`src/rtl/ifid_buf_if.sv`:
```
`default_nettype none
// ============================================================================
// Module      : ifid_buf_if
// Description : Bundle of signals between fetch, the IF/ID buffer and decode.
//               Fetch side : in_valid, in_ready, ins, pc_in, immode, flush
//               Decode side: out_valid, out_ready, rdn, rs1n, rs2n, imm, pc,
//                            count
//               slave  : view taken by the buffer itself
//               master : view taken by the surrounding pipeline / bench
// Revision    : 1.0 - initial release
// ============================================================================
interface ifid_buf_if #(
    parameter int WordSize = 32,
    parameter int Depth    = 2
);
    logic                       in_valid;
    logic                       in_ready;
    logic [31:0]                ins;
    logic [WordSize-1:0]        pc_in;
    logic [2:0]                 immode;
    logic                       flush;
    logic                       out_valid;
    logic                       out_ready;
    logic [4:0]                 rdn;
    logic [4:0]                 rs1n;
    logic [4:0]                 rs2n;
    logic [WordSize-1:0]        imm;
    logic [WordSize-1:0]        pc;
    logic [$clog2(Depth):0]     count;

    modport slave (
        input  in_valid, ins, pc_in, immode, flush, out_ready,
        output in_ready, out_valid, rdn, rs1n, rs2n, imm, pc, count
    );

    modport master (
        output in_valid, ins, pc_in, immode, flush, out_ready,
        input  in_ready, out_valid, rdn, rs1n, rs2n, imm, pc, count
    );
endinterface
`default_nettype wire

```
`src/rtl/ifid_buf.sv`:
```
`default_nettype none
// ============================================================================
// Module      : ifid_buf
// Description : IF/ID pipeline buffer. Decodes register fields and the
//               immediate when an instruction is accepted and stores the
//               decoded entry in a small FIFO read by the decode stage.
// Ports       : clk  - clock, all state on rising edge
//               rstn - asynchronous active-low reset
//               bus  - ifid_buf_if.slave (fetch handshake, flush, decoded
//                      head entry, occupancy count)
// Revision    : 1.0 - initial release
// ============================================================================
module ifid_buf #(
    parameter int WordSize = 32,
    parameter int Depth    = 2
) (
    input  wire logic   clk,
    input  wire logic   rstn,
    ifid_buf_if.slave   bus
);
    localparam int                 c_PTR_W = $clog2(Depth);
    localparam int                 c_CNT_W = c_PTR_W + 1;
    localparam logic [c_CNT_W-1:0] c_FULL  = c_CNT_W'(Depth);

    logic [c_PTR_W-1:0]  r_wptr;
    logic [c_PTR_W-1:0]  r_rptr;
    logic [c_CNT_W-1:0]  r_count;

    logic [4:0]          r_rd_mem  [Depth];
    logic [4:0]          r_rs1_mem [Depth];
    logic [4:0]          r_rs2_mem [Depth];
    logic [WordSize-1:0] r_imm_mem [Depth];
    logic [WordSize-1:0] r_pc_mem  [Depth];

    logic                w_in_ready;
    logic                w_out_valid;
    logic                w_push;
    logic                w_pop;
    logic [31:0]         w_imm32;
    logic [WordSize-1:0] w_imm_ext;

    // Handshake flags depend only on registered occupancy, so there is no
    // combinational path from out_ready to in_ready.
    assign w_in_ready  = (r_count < c_FULL);
    assign w_out_valid = (r_count != '0);
    assign w_push      = bus.in_valid && w_in_ready  && !bus.flush;
    assign w_pop       = w_out_valid  && bus.out_ready && !bus.flush;

    // Immediate assembled as a 32-bit value already sign-extended from
    // ins[31]; widened below for 64-bit configurations.
    always_comb begin
        w_imm32 = '0;
        case (bus.immode)
            3'd1:       w_imm32 = {{20{bus.ins[31]}}, bus.ins[31:20]};
            3'd2, 3'd3: w_imm32 = {{20{bus.ins[31]}}, bus.ins[31:25], bus.ins[11:7]};
            3'd4:       w_imm32 = {{19{bus.ins[31]}}, bus.ins[31], bus.ins[7],
                                   bus.ins[30:25], bus.ins[11:8], 1'b0};
            3'd5:       w_imm32 = {bus.ins[31:12], 12'b0};
            3'd6:       w_imm32 = {{11{bus.ins[31]}}, bus.ins[31], bus.ins[19:12],
                                   bus.ins[20], bus.ins[30:21], 1'b0};
            default:    w_imm32 = '0;
        endcase
    end

    generate
        if (WordSize > 32) begin : g_imm_wide
            assign w_imm_ext = {{(WordSize-32){w_imm32[31]}}, w_imm32};
        end else begin : g_imm_native
            assign w_imm_ext = w_imm32;
        end
    endgenerate

    // Storage needs no reset: every read is masked by out_valid, which is
    // driven from the (reset) occupancy count.
    always_ff @(posedge clk) begin
        if (w_push) begin
            r_rd_mem[r_wptr]  <= bus.ins[11:7];
            r_rs1_mem[r_wptr] <= bus.ins[19:15];
            r_rs2_mem[r_wptr] <= bus.ins[24:20];
            r_imm_mem[r_wptr] <= w_imm_ext;
            r_pc_mem[r_wptr]  <= bus.pc_in;
        end
    end

    // Pointers wrap naturally because Depth is a power of two.
    always_ff @(posedge clk or negedge rstn) begin
        if (!rstn) begin
            r_wptr  <= '0;
            r_rptr  <= '0;
            r_count <= '0;
        end else if (bus.flush) begin
            r_wptr  <= '0;
            r_rptr  <= '0;
            r_count <= '0;
        end else begin
            if (w_push) begin
                r_wptr <= r_wptr + 1'b1;
            end
            if (w_pop) begin
                r_rptr <= r_rptr + 1'b1;
            end
            case ({w_push, w_pop})
                2'b10:   r_count <= r_count + 1'b1;
                2'b01:   r_count <= r_count - 1'b1;
                default: r_count <= r_count;
            endcase
        end
    end

    assign bus.in_ready  = w_in_ready;
    assign bus.out_valid = w_out_valid;
    assign bus.count     = r_count;
    assign bus.rdn       = w_out_valid ? r_rd_mem[r_rptr]  : '0;
    assign bus.rs1n      = w_out_valid ? r_rs1_mem[r_rptr] : '0;
    assign bus.rs2n      = w_out_valid ? r_rs2_mem[r_rptr] : '0;
    assign bus.imm       = w_out_valid ? r_imm_mem[r_rptr] : '0;
    assign bus.pc        = w_out_valid ? r_pc_mem[r_rptr]  : '0;
endmodule
`default_nettype wire

```
`src/flat_wrapper.sv`:
```
// flat-port wrapper written by rule: the top's interface ports become plain ports
module ifid_buf_flat 
#(
    parameter int WordSize = 32,
    parameter int Depth    = 2
)
  (clk, rstn, bus_in_valid, bus_ins, bus_pc_in, bus_immode, bus_flush, bus_out_ready, bus_in_ready, bus_out_valid, bus_rdn, bus_rs1n, bus_rs2n, bus_imm, bus_pc, bus_count);
  ifid_buf_if #(.WordSize(WordSize), .Depth(Depth)) bus_i ();
  input  wire logic clk;
  input  wire logic rstn;
  input wire logic [$bits(bus_i.in_valid)-1:0] bus_in_valid;
  input wire logic [$bits(bus_i.ins)-1:0] bus_ins;
  input wire logic [$bits(bus_i.pc_in)-1:0] bus_pc_in;
  input wire logic [$bits(bus_i.immode)-1:0] bus_immode;
  input wire logic [$bits(bus_i.flush)-1:0] bus_flush;
  input wire logic [$bits(bus_i.out_ready)-1:0] bus_out_ready;
  output wire logic [$bits(bus_i.in_ready)-1:0] bus_in_ready;
  output wire logic [$bits(bus_i.out_valid)-1:0] bus_out_valid;
  output wire logic [$bits(bus_i.rdn)-1:0] bus_rdn;
  output wire logic [$bits(bus_i.rs1n)-1:0] bus_rs1n;
  output wire logic [$bits(bus_i.rs2n)-1:0] bus_rs2n;
  output wire logic [$bits(bus_i.imm)-1:0] bus_imm;
  output wire logic [$bits(bus_i.pc)-1:0] bus_pc;
  output wire logic [$bits(bus_i.count)-1:0] bus_count;
  assign bus_i.in_valid = bus_in_valid;
  assign bus_i.ins = bus_ins;
  assign bus_i.pc_in = bus_pc_in;
  assign bus_i.immode = bus_immode;
  assign bus_i.flush = bus_flush;
  assign bus_i.out_ready = bus_out_ready;
  assign bus_in_ready = bus_i.in_ready;
  assign bus_out_valid = bus_i.out_valid;
  assign bus_rdn = bus_i.rdn;
  assign bus_rs1n = bus_i.rs1n;
  assign bus_rs2n = bus_i.rs2n;
  assign bus_imm = bus_i.imm;
  assign bus_pc = bus_i.pc;
  assign bus_count = bus_i.count;
  ifid_buf #(.WordSize(WordSize), .Depth(Depth)) u_core (.clk(clk), .rstn(rstn), .bus(bus_i));
endmodule
```
`config.mk`:
```
export PLATFORM = sky130hd
export DESIGN_NAME = ifid_buf_flat
export DESIGN_NICKNAME = d
export VERILOG_FILES = /design/src/rtl/ifid_buf_if.sv /design/src/rtl/ifid_buf.sv /design/src/flat_wrapper.sv
export SDC_FILE = /design/constraint.sdc
export NUM_CORES = 1
export LEC_CHECK = 0
export ABC_AREA = 1
export BUFFER_PORTS_ARGS = -buffer_cell sky130_fd_sc_hd__buf_2
export CAP_MARGIN = 20
export CORE_ASPECT_RATIO = 0.8
export CORE_MARGIN = 5
export CORE_UTILIZATION = 35
export CTS_BUF_LIST = sky130_fd_sc_hd__clkbuf_4 sky130_fd_sc_hd__clkbuf_8
export DETAILED_ROUTE_END_ITERATION = 8
export REMOVE_ABC_BUFFERS = 1
export SYNTH_ARGS = -nofsm -noshare
export SYNTH_HDL_FRONTEND = slang
export SYNTH_SLANG_ARGS = --single-unit
```
`constraint.sdc`:
```
create_clock -name clk -period 4.1 [get_ports clk]
set_input_delay 0.205 -clock clk [delete_from_list [all_inputs] [get_ports clk]]
set_output_delay 0.205 -clock clk [all_outputs]
set_load 0.005 [all_outputs]
```
-- Word level (Yosys, flattened, before mapping)
Memory sizes are Yosys's and may differ from the RTL's.
Cells that the tools add are included.
- register bits after elaboration: 4
- bits in latches: 0
- RAM bits: 158
- bits in read-only memories: 0
- input port bits: 72
- output and inout port bits: 83
- word-level logic and storage cells: 45
- memories kept: 5
- memory list (memory ; depth ; width ; rd ports ; clocked after Yosys merged registers in ; wr ports ; RTL line ; RTL):
    u_core.r_imm_mem ; 2 ; 32 ; 1 ; 0 ; 1 ; ifid_buf.sv:32 ; logic [WordSize-1:0] r_imm_mem [Depth];
    u_core.r_pc_mem ; 2 ; 32 ; 1 ; 0 ; 1 ; ifid_buf.sv:33 ; logic [WordSize-1:0] r_pc_mem [Depth];
    u_core.r_rd_mem ; 2 ; 5 ; 1 ; 0 ; 1 ; ifid_buf.sv:29 ; logic [4:0] r_rd_mem [Depth];
    u_core.r_rs1_mem ; 2 ; 5 ; 1 ; 0 ; 1 ; ifid_buf.sv:30 ; logic [4:0] r_rs1_mem [Depth];
    u_core.r_rs2_mem ; 2 ; 5 ; 1 ; 0 ; 1 ; ifid_buf.sv:31 ; logic [4:0] r_rs2_mem [Depth];
- add/subtract/negate cells: 4
- $mul: 0
- div/mod/pow operators: 0
- order comparisons: 1
- equal/unequal tests: 8
- shift operators: 0
- multiplexer cells: 14
- bitwise logic cells: 0
- reductions and logical operators: 10
- operators by type and width (operator ; count):
    one-hot mux 32 bit (5 select lines) ; 1
    2-to-1 mux 32 bit ; 2
    2-to-1 mux 5 bit ; 3
    == test 3 bit, second input constant ; 3
    == test 3 x 2 -> 1 bit, second input constant ; 2
    2-to-1 mux 1 bit ; 6
    nonzero test 2 bit ; 3
    logical AND 1 bit ; 4
    one-hot mux 2 bit (2 select lines) ; 1
    == test 3 x 1 -> 1 bit, second input constant ; 1
    nonzero test 3 bit ; 1
    adder 1 bit, second input constant ; 2
    adder 2 x 1 -> 2 bit, second input constant ; 1
    == test 2 x 1 -> 1 bit, second input constant ; 1
    == test 2 bit, second input constant ; 1
    less-than comparator 2 bit, second input constant ; 1
    2-to-1 mux 2 bit ; 1
    OR reduction 2 bit ; 1
    subtractor 2 x 1 -> 2 bit, second input constant ; 1
    zero test 1 bit ; 1

-- Logic depth before layout (Yosys ltp)
Gate-level depths: netlist of the first run.
- depth after elaboration: 6
- gate-level depth with buffers: 7
- mapped depth without buffers: 7

-- Worst setup path before layout of the first run
Ideal clock, no wire load.
- path kind: flip-flop to flip-flop
- start point: register u_core.r_count[1], in the netlist u_core.bus.count[1]
- end point: memory u_core.r_imm_mem[0][0], enable pin
- library setup time: 0.518 ns
- arrival time: 3.963 ns
- data required time: 3.582 ns
- path slack: -0.381 ns
- cell stages (with the launch flop): 4
- buffers on the path: 0
- period minus slack after synthesis: 4.481 ns
- cells stage by stage: dfrtp_1 > inv_2 > nand3_1 > nor2_1
- cells in the longest elaborated chain, start to end: 5
- ends and longest elaborated chain (item ; RTL line ; RTL):
    start, declared ; ifid_buf.sv:27 ; logic [c_CNT_W-1:0] r_count;
    start signal, assigned ; ifid_buf.sv:103 ; 2'b10: r_count <= r_count + 1'b1;
    start signal, assigned ; ifid_buf.sv:104 ; 2'b01: r_count <= r_count - 1'b1;
    start signal, assigned ; ifid_buf.sv:105 ; default: r_count <= r_count;
    less-than comparator 2 bit ; ifid_buf.sv:44 ; assign w_in_ready = (r_count < c_FULL);
    net bus_in_ready ; flat_wrapper.sv:17 ; output wire logic [$bits(bus_i.in_ready)-1:0] bus_in_ready;
    logical AND 1 bit (2 in a row) ; ifid_buf.sv:46 ; assign w_push = bus.in_valid && w_in_ready && !bus.flush;
    2-to-1 mux 1 bit ; ifid_buf.sv:76 ; if (w_push) begin
    2-to-1 mux 1 bit (not written as such) ; ifid_buf.sv:80 ; r_imm_mem[r_wptr] <= w_imm_ext;
    end, declared ; ifid_buf.sv:32 ;
The timed path passes the listed nets, and every way through them passes these cells.

-- Worst setup path after layout of the first run
- start point: register u_core.r_rptr
- end point: output port bus_pc[16]
- cells in the longest elaborated chain, start to end: 2
- ends and longest elaborated chain (item ; RTL line ; RTL):
    start, declared ; ifid_buf.sv:26 ; logic [c_PTR_W-1:0] r_rptr;
    start signal, assigned ; ifid_buf.sv:100 ; r_rptr <= r_rptr + 1'b1;
    memory read (2 x 32 bit) ; -- ;
    2-to-1 mux 32 bit ; ifid_buf.sv:117 ; assign bus.pc = w_out_valid ? r_pc_mem[r_rptr] : '0;
    end, declared ; flat_wrapper.sv:23 ; output wire logic [$bits(bus_i.pc)-1:0] bus_pc;
Every way passes these cells.

==> results.cfg, run 1 <==
[synthesis]
syn_area_per_cell_sq_um = 12.1
synth_area_sq_um = 6500
synth_cell_types = 24
synth_area_leaders = edfxtp_1, nand2_1, a21oi_1, dfrtp_1, buf_2
synth_enable_flop_cells = 158
synth_top_area_share = 0.730
syn_inst = 538
ys.flop_type = edfxtp_1
yosysSeqAreaShare = 0.745
yosys_register_bits = 162
synth_top_area_cell = edfxtp_1
synth.most_common_cell = nand2_1
synth_common_cells = nand2_1, edfxtp_1, a21oi_1
async_reset_ff_frac = 0.0247
synth_warnings = 0

[layout]
nNetsFinal = 803
n_fill_cell = 1672
post-route-util = 0.461
diodes = 0
drive_gt1_frac = 0.267
syn2layout_area_growth_pct = 29.2
finalInstanceArea_sq_um = 8400

[sta]
rsz0062_at_grt = no
finalSetupTns_ns = 0
slew_violations = 0
skew_ns = 0.00908
finalCriticalPeriod_ns = 2.45
fin_crit_sh = 0.596
finalHoldViolations = 0
slew_headroom = 0.334
worst_pin_slew_ns = 0.997
setup-violations-final = 0
max_freq_ghz = 0.409
hold_ws_ns = 0.0292

[floorplan]
num_rows = 44
fp.coreArea_sq_um = 18200
die_w_microns = 162
dieArea_sq_um = 21400
die_y_microns = 132
initial_utilization = 0.357
num_io_pins = 155

[clock_tree]
cts_tree = yes
cts_buffers = 17
clockBufferDepth = 2
cts_setup_buffers = 0
clk_latency_ns = 0.44
path_clk_slew_ns = 0.08
root_buffer = clkbuf_8
htree_levels = 4
ctsHoldBuffers = 48
cts-resized-gates = 0
clock-sinks = 162

[detailed_routing]
vias = 4635
vias_per_cell = 4.65
drtIter0Drc = 245
first_pass_iters = 5
wl_microns = 16000
route.detailed.drc = 0
wl_per_cell_microns = 16.1
ant_nets = 0

[worst_setup_path]
cp_cell_sequence = inv_2 > buf_12 > buf_4 > nand2_1 > a21oi_1 > buf_2
cp_max_fo = 31
required_ns = 3.89
end_kind = primary output
start_kind = flip-flop
crit_buf_inv = 4
slowest_delay_ns = 0.43
critical-path-top-delay-family = buffers and inverters
crit_type = flip-flop to primary output
cp_data_arrival_time_ns = 2.24
slowest_stage = inv_2

[power_and_ir_drop]
vdd_drop_max_uv = 202
power_density_nw_per_um2 = 538
cellLeakagePower_uw = 0.00340

[global_routing]
grt_overflow = 0
first_global_vias = 4830
antenna_found_initial = 0
grt_pass1_wl_microns = 24900
grt_max_degree = 81
track_usage = 0.147

[placement]
placed_cell_area_sq_um = 7520
hpwl_microns = 9820
gp_congestion = 0.768
placement.io_buffers = 147

[job]
drv_cap = 0

[min_path]
hold_class = primary input to flip-flop

[run_status]
status = finished clean
[final cells by class]
cell class	instances	area [sq um]	share of cell area
clock inverter	11	116	0.0138
timing repair buffer	202	1320	0.157
tap	253	317	0.0377
clock buffer	21	270	0.0322
sequential	162	4850	0.577
inverter	23	86.3	0.0103
multi-input combinational	325	1450	0.172
[flip-flops by register name, indices dropped and copies added, names as in the netlist]
signal,flops
u_core.bus.count,2
u_core.r_rd_mem,10
u_core.r_pc_mem,64
u_core.r_rs2_mem,10
u_core.r_rs1_mem,10
u_core.r_imm_mem,64
u_core.r_wptr,1
u_core.r_rptr,1
[final timing paths]
check / start / endpoint / slack (ns) / cells after the start
worst max-delay path: u_core.r_rptr / bus_pc[16] / 1.65 / 6
worst min-delay path: bus_ins[22] / u_core.r_rs2_mem[1][2] / 0.03 / 1
worst max register to register: u_core.bus.count[1] / u_core.r_imm_mem[0][3] / 1.76 / 4
worst min register to register: u_core.bus.count[0] / u_core.bus.count[0] / 0.65 / 2
max in group asynchronous: rstn / u_core.r_rptr / 3.88 / 2
min in group asynchronous: rstn / u_core.bus.count[0] / 0.09 / 2
[placed cells by master (no fill, tap or decap), types with 4 or more instances in the layout]
cell type      instances
clkbuf_8              18
buf_12                 4
o211ai_1               9
nor2_1                10
clkinv_2               5
inv_1                 20
buf_2                147
dlygate4sd3_1         48
edfxtp_1             158
nand3_1               11
nand2_1              195
a21oi_1               80
[logic make-up after synthesis]
logic type	share of synthesized area
and+or+nand+nor	0.138
DFF	0.745
AOI/OAI and AO/OA	0.0825
buffers and inverters	0.0344
[metrics by stage]
step           total power (uW)  std cells  setup slack, ns
6_report                   4520        997             1.65
5_1_grt                    4780        997             1.40
3_3_place_gp               3360        916             1.83
4_1_cts                    4570        996             1.38
3_5_place_dp               3400        916             1.76
2_1_floorplan              2740        510           -0.381
[metal layers]
| metal | track usage | vias to the layer above | part of all wire |
|---|---|---|---|
| met3 | 0.0450 | 11 | 0.050 |
| met5 | 0 | - | 0 |
| met4 | 0.0315 | 0 | 0.0076 |
| met1 | 0.178 | 2258 | 0.44 |
| met2 | 0.260 | 115 | 0.51 |
| li1 | - | 2251 | - |
[where the power goes]
part / leakage [uW] / internal, uW / switching [uW]
Clock: 0.000196 / 572 / 558
Sequential: 0.00151 / 2000 / 49.1
Combinational: 0.00170 / 489 / 847
Note: power is estimated with default switching activity, not from simulation.
==> run 2, diff against run 1 <==
==> constraint.sdc (replaced) <==
create_clock -name clk -period 2.2 [get_ports clk]
set_input_delay 0.11 -clock clk [delete_from_list [all_inputs] [get_ports clk]]
set_output_delay 0.11 -clock clk [all_outputs]
set_load 0.005 [all_outputs]
==> results.cfg, run 2 (same netlist as run 1, synthesis figures left out) <==
[placement]
placement.io_buffers = 147
hpwl_microns = 9750
dp.cells = 921
pre_cts_slack_ns = 0.421
gp_congestion = 0.733

[global_routing]
grt_util_met2 = 0.263
grt_pass1_wl_microns = 25300
busiest_layer = met2
grt_max_degree = 59
track_usage = 0.151
first_global_vias = 4900
use_met1 = 0.179
met3_usage = 0.0419
antenna_found_initial = 0
grt_overflow = 0

[clock_tree]
clock-sinks = 162
clockBufferDepth = 2
cts_buffers = 17
cts_tree = yes
htree_levels = 4
clk_latency_ns = 0.44
path_clk_slew_ns = 0.09
root_buffer = clkbuf_8

[worst_setup_path]
reg2reg_slack_ns = 0.56
cp_cell_sequence = inv_2 > buf_12 > nand2_1 > a21oi_1 > buf_2
reg2reg_from = u_core.bus.count[1]
end_kind = primary output
r2r_cells = 4
slowest_delay_ns = 0.61
cp_data_arrival_time_ns = 1.91
crit_type = flip-flop to primary output
slowest_stage = dfrtp_4
cp_max_fo = 29
start_kind = flip-flop
critical-path-top-delay-family = flip-flops
required_ns = 2.09
worstReg2RegEnd = u_core.r_imm_mem[0][2]
crit_buf_inv = 3

[detailed_routing]
first_pass_iters = 4
wl_per_cell_microns = 16.5
vias_per_cell = 4.66
vias = 4716
drtIter0Drc = 252
wl_microns = 16700
route.detailed.drc = 0
ant_nets = 0

[power_and_ir_drop]
vdd_drop_max_uv = 479
power_density_nw_per_um2 = 1010
cellLeakagePower_uw = 0.00350

[min_path]
worst_hold_path.endpoint = u_core.r_imm_mem[1][8]
hold_class = primary input to flip-flop
hold_depth = 3
hp-start = bus_ins[28]

[layout]
n_fill_cell = 1658
diodes = 0
nNetsFinal = 818
post-route-util = 0.472
most-common-layout-cells = nand2_1, edfxtp_1, buf_2
final_common_cell = nand2_1
fin_cells = 1012
syn2layout_area_growth_pct = 32.4
reg_top3 = u_core.r_imm_mem x64, u_core.r_pc_mem x64
drive_gt1_frac = 0.267

[sta]
skew_ns = 0.0137
rsz0062_at_grt = no
setup-violations-final = 0
slew_violations = 0
finalCriticalPeriod_ns = 2.02
setup_ws_ns = 0.176
finalHoldViolations = 0
worst_pin_slew_ns = 0.583
fin_crit_sh = 0.920
slew_headroom = 0.612
max_freq_ghz = 0.494

[floorplan]
die_y_microns = 132
dieArea_sq_um = 21400
num_io_pins = 155
initial_utilization = 0.357
num_rows = 44
die_w_microns = 162
fp.coreArea_sq_um = 18200

[run_status]
status = finished clean

[job]
drv_cap = 0
[run 2: worst max-delay path by stage]
stage                             start                endpoint  cells after the start
floorplan           u_core.bus.count[1]  u_core.r_imm_mem[0][0]                      3
global placement          u_core.r_rptr             bus_imm[22]                      4
detailed placement        u_core.r_rptr             bus_imm[22]                      4
CTS                       u_core.r_rptr             bus_imm[22]                      4
global route        u_core.bus.count[1]             bus_imm[11]                      4
finish                    u_core.r_rptr             bus_imm[20]                      5
[run 2: layout make-up]
cell class	instances	area (sq um)	share of cell area
clock buffers	18	241	0.0280
clock inverters	14	185	0.0215
inverters	23	86.3	0.0100
multi-input cells	325	1450	0.168
flip-flops and latches	162	4850	0.563
well taps	253	317	0.0368
repair buffers	217	1480	0.172
[run 2: through the flow]
| step | hold WS [ns] | total power, uW | TNS (ns) | instance area (sq um) |
|---|---|---|---|---|
| 6_report | 0.0456 | 8730 | 0 | 8610 |
| 3_3_place_gp | -0.0837 | 6270 | 0 | 7570 |
| 5_1_grt | 0.0253 | 9240 | 0 | 8610 |
| 2_1_floorplan | -0.186 | 5110 | -397.46 | 6360 |
| 3_5_place_dp | -0.0762 | 6350 | 0 | 7570 |
| 4_1_cts | 0.00803 | 8770 | 0 | 8570 |
[run 2: power by group]
group	internal, uW	total (uW)	switching [uW]
sequential	3730	3860	129
clock	1250	2320	1070
combinational	962	2550	1590
total	5940	8730	2790
[run 2: what timing repair did]
item / in CTS / in global routing
gates resized for setup: 1 / 2
pin swaps: 0 / 0
endpoints found under the hold margin: 122 / 0
hold buffers: 57 / 0
buffers inserted: 0 / 1
endpoints found under the setup margin: 28 / 16
gates cloned: 0 / 1
[run 2: tightest hold or removal path, delay by kind of cell]
family | cells | cell delay [ns]
and+or+nand+nor | 1 | 0.13
buffers and inverters | 2 | 0.12
[run 2: metal layers]
layer / share of wire / routed length, microns
met5: 0 / 0
met1: 0.42 / 6990
met2: 0.52 / 8600
met3: 0.052 / 872
met4: 0.013 / 214
==> run 3, diff against run 2 <==
--- a/config.mk
+++ b/config.mk
@@ -13,6 +13,7 @@
 export CORE_UTILIZATION = 35
 export CTS_BUF_LIST = sky130_fd_sc_hd__clkbuf_4 sky130_fd_sc_hd__clkbuf_8
 export DETAILED_ROUTE_END_ITERATION = 8
+export PLACE_DENSITY = 0.65
 export REMOVE_ABC_BUFFERS = 1
 export SYNTH_ARGS = -nofsm -noshare
 export SYNTH_HDL_FRONTEND = slang
==> results.cfg, run 3 (same netlist as run 1, synthesis figures left out) <==
[sta]
rsz0062_at_grt = no
skew_ns = 0.00945
slew_headroom = 0.683
finalHoldViolations = 0
setup-violations-final = 0
slew_violations = 0
fin_crit_sh = 0.889
max_freq_ghz = 0.511
worst_pin_slew_ns = 0.476
finalCriticalPeriod_ns = 1.96

[worst_setup_path]
end_kind = primary output
r2r_cells = 4
crit_type = flip-flop to primary output
slowest_delay_ns = 0.45
critical-path-top-delay-family = buffers and inverters
cp_cell_sequence = inv_2 > buf_12 > nand2_1 > a21oi_1 > buf_2
crit_buf_inv = 3
start_kind = flip-flop
cp_max_fo = 37
cp_data_arrival_time_ns = 1.85
slowest_stage = dfrtp_2
cp.depth = 5
required_ns = 2.09

[placement]
dp.cells = 919
gp_congestion = 0.777
hpwl_microns = 9050
placement.io_buffers = 147

[global_routing]
track_usage = 0.143
grt_overflow = 0
first_global_vias = 4740
grt_max_degree = 81
grt_pass1_wl_microns = 24100
antenna_found_initial = 0

[detailed_routing]
vias_per_cell = 4.63
wl_per_cell_microns = 15.3
drtIter0Drc = 310
route.detailed.drc = 0
wl_microns = 15300
first_pass_iters = 4
vias = 4642
ant_nets = 0

[layout]
syn2layout_area_growth_pct = 31.7
nNetsFinal = 811
final_common_cell = nand2_1
post-route-util = 0.470
diodes = 0
drive_gt1_frac = 0.263
fin_cells = 1003
reg_top3 = u_core.r_imm_mem x64, u_core.r_pc_mem x64
most-common-layout-cells = nand2_1, edfxtp_1, buf_2

[min_path]
hold_depth = 3
hold_class = primary input to flip-flop

[run_status]
status = finished clean

[power_and_ir_drop]
power_density_nw_per_um2 = 1020
cellLeakagePower_uw = 0.00347
vdd_drop_max_uv = 695
p_total_uw = 8740

[clock_tree]
cts_buffers = 17
clock-sinks = 162
clockBufferDepth = 2
htree_levels = 4
cts_tree = yes
root_buffer = clkbuf_8
clk_latency_ns = 0.43
cts_setup_buffers = 0
path_clk_slew_ns = 0.08

[floorplan]
num_rows = 44
die_w_microns = 162
dieArea_sq_um = 21400
num_io_pins = 155
initial_utilization = 0.357
fp.coreArea_sq_um = 18200
die_y_microns = 132

[job]
drv_cap = 0
## run 3: per-stage QoR
stage | cell area [sq um] | hold WS [ns] | TNS [ns] | setup slack (ns)
after floorplan | 6360 | -0.186 | -397.46 | -2.28
after global placement | 7590 | -0.0736 | 0 | 0.520
after detailed placement | 7590 | -0.0708 | 0 | 0.495
after CTS | 8570 | 0.00697 | 0 | 0.155
after global routing | 8570 | 0.00236 | 0 | 0.0480
final | 8570 | 0.0372 | 0 | 0.244
## run 3: layout make-up
type,count,area (sq um)
fillers,1640,9660
flip-flops and latches,162,4850
multi-input cells,325,1450
repair buffers,210,1430
well taps,253,317
clock buffers,23,279
clock inverters,7,158
inverters,23,86.3
## run 3: power breakdown
part	switching (uW)	internal, uW
Clock	989	1410
Combinational	1560	956
Sequential	90.3	3730
Total	2640	6100
## run 3: repair_timing
item | 4_1_cts | 5_1_grt
endpoints found under the hold margin | 118 | 0
hold buffers | 54 | 0
resized for setup | 0 | 0
## run 3: worst min-delay path: cells and delay by family
kind | cells | cell delay [ns]
and+or+nand+nor | 1 | 0.12
buffers and inverters | 2 | 0.12
## run 3: final timing paths
path	end	startpoint	slack, ns
worst max register to register	u_core.r_imm_mem[0][27]	u_core.bus.count[1]	0.49
worst max-delay path	bus_imm[22]	u_core.r_rptr	0.24
worst min register to register	u_core.r_wptr	u_core.r_wptr	0.64
worst min-delay path	u_core.r_imm_mem[0][6]	bus_ins[26]	0.04
min in group asynchronous	u_core.bus.count[0]	rstn	0.57
max in group asynchronous	u_core.r_rptr	rstn	1.44
## run 3: metal layers
| layer | up-vias | track usage | wire [microns] |
|---|---|---|---|
| met5 | - | 0 | 0 |
| met1 | 2238 | 0.177 | 6820 |
| met3 | 8 | 0.0438 | 832 |
| met2 | 125 | 0.248 | 7570 |
| met4 | 0 | 0.0319 | 128 |
| li1 | 2271 | - | - |
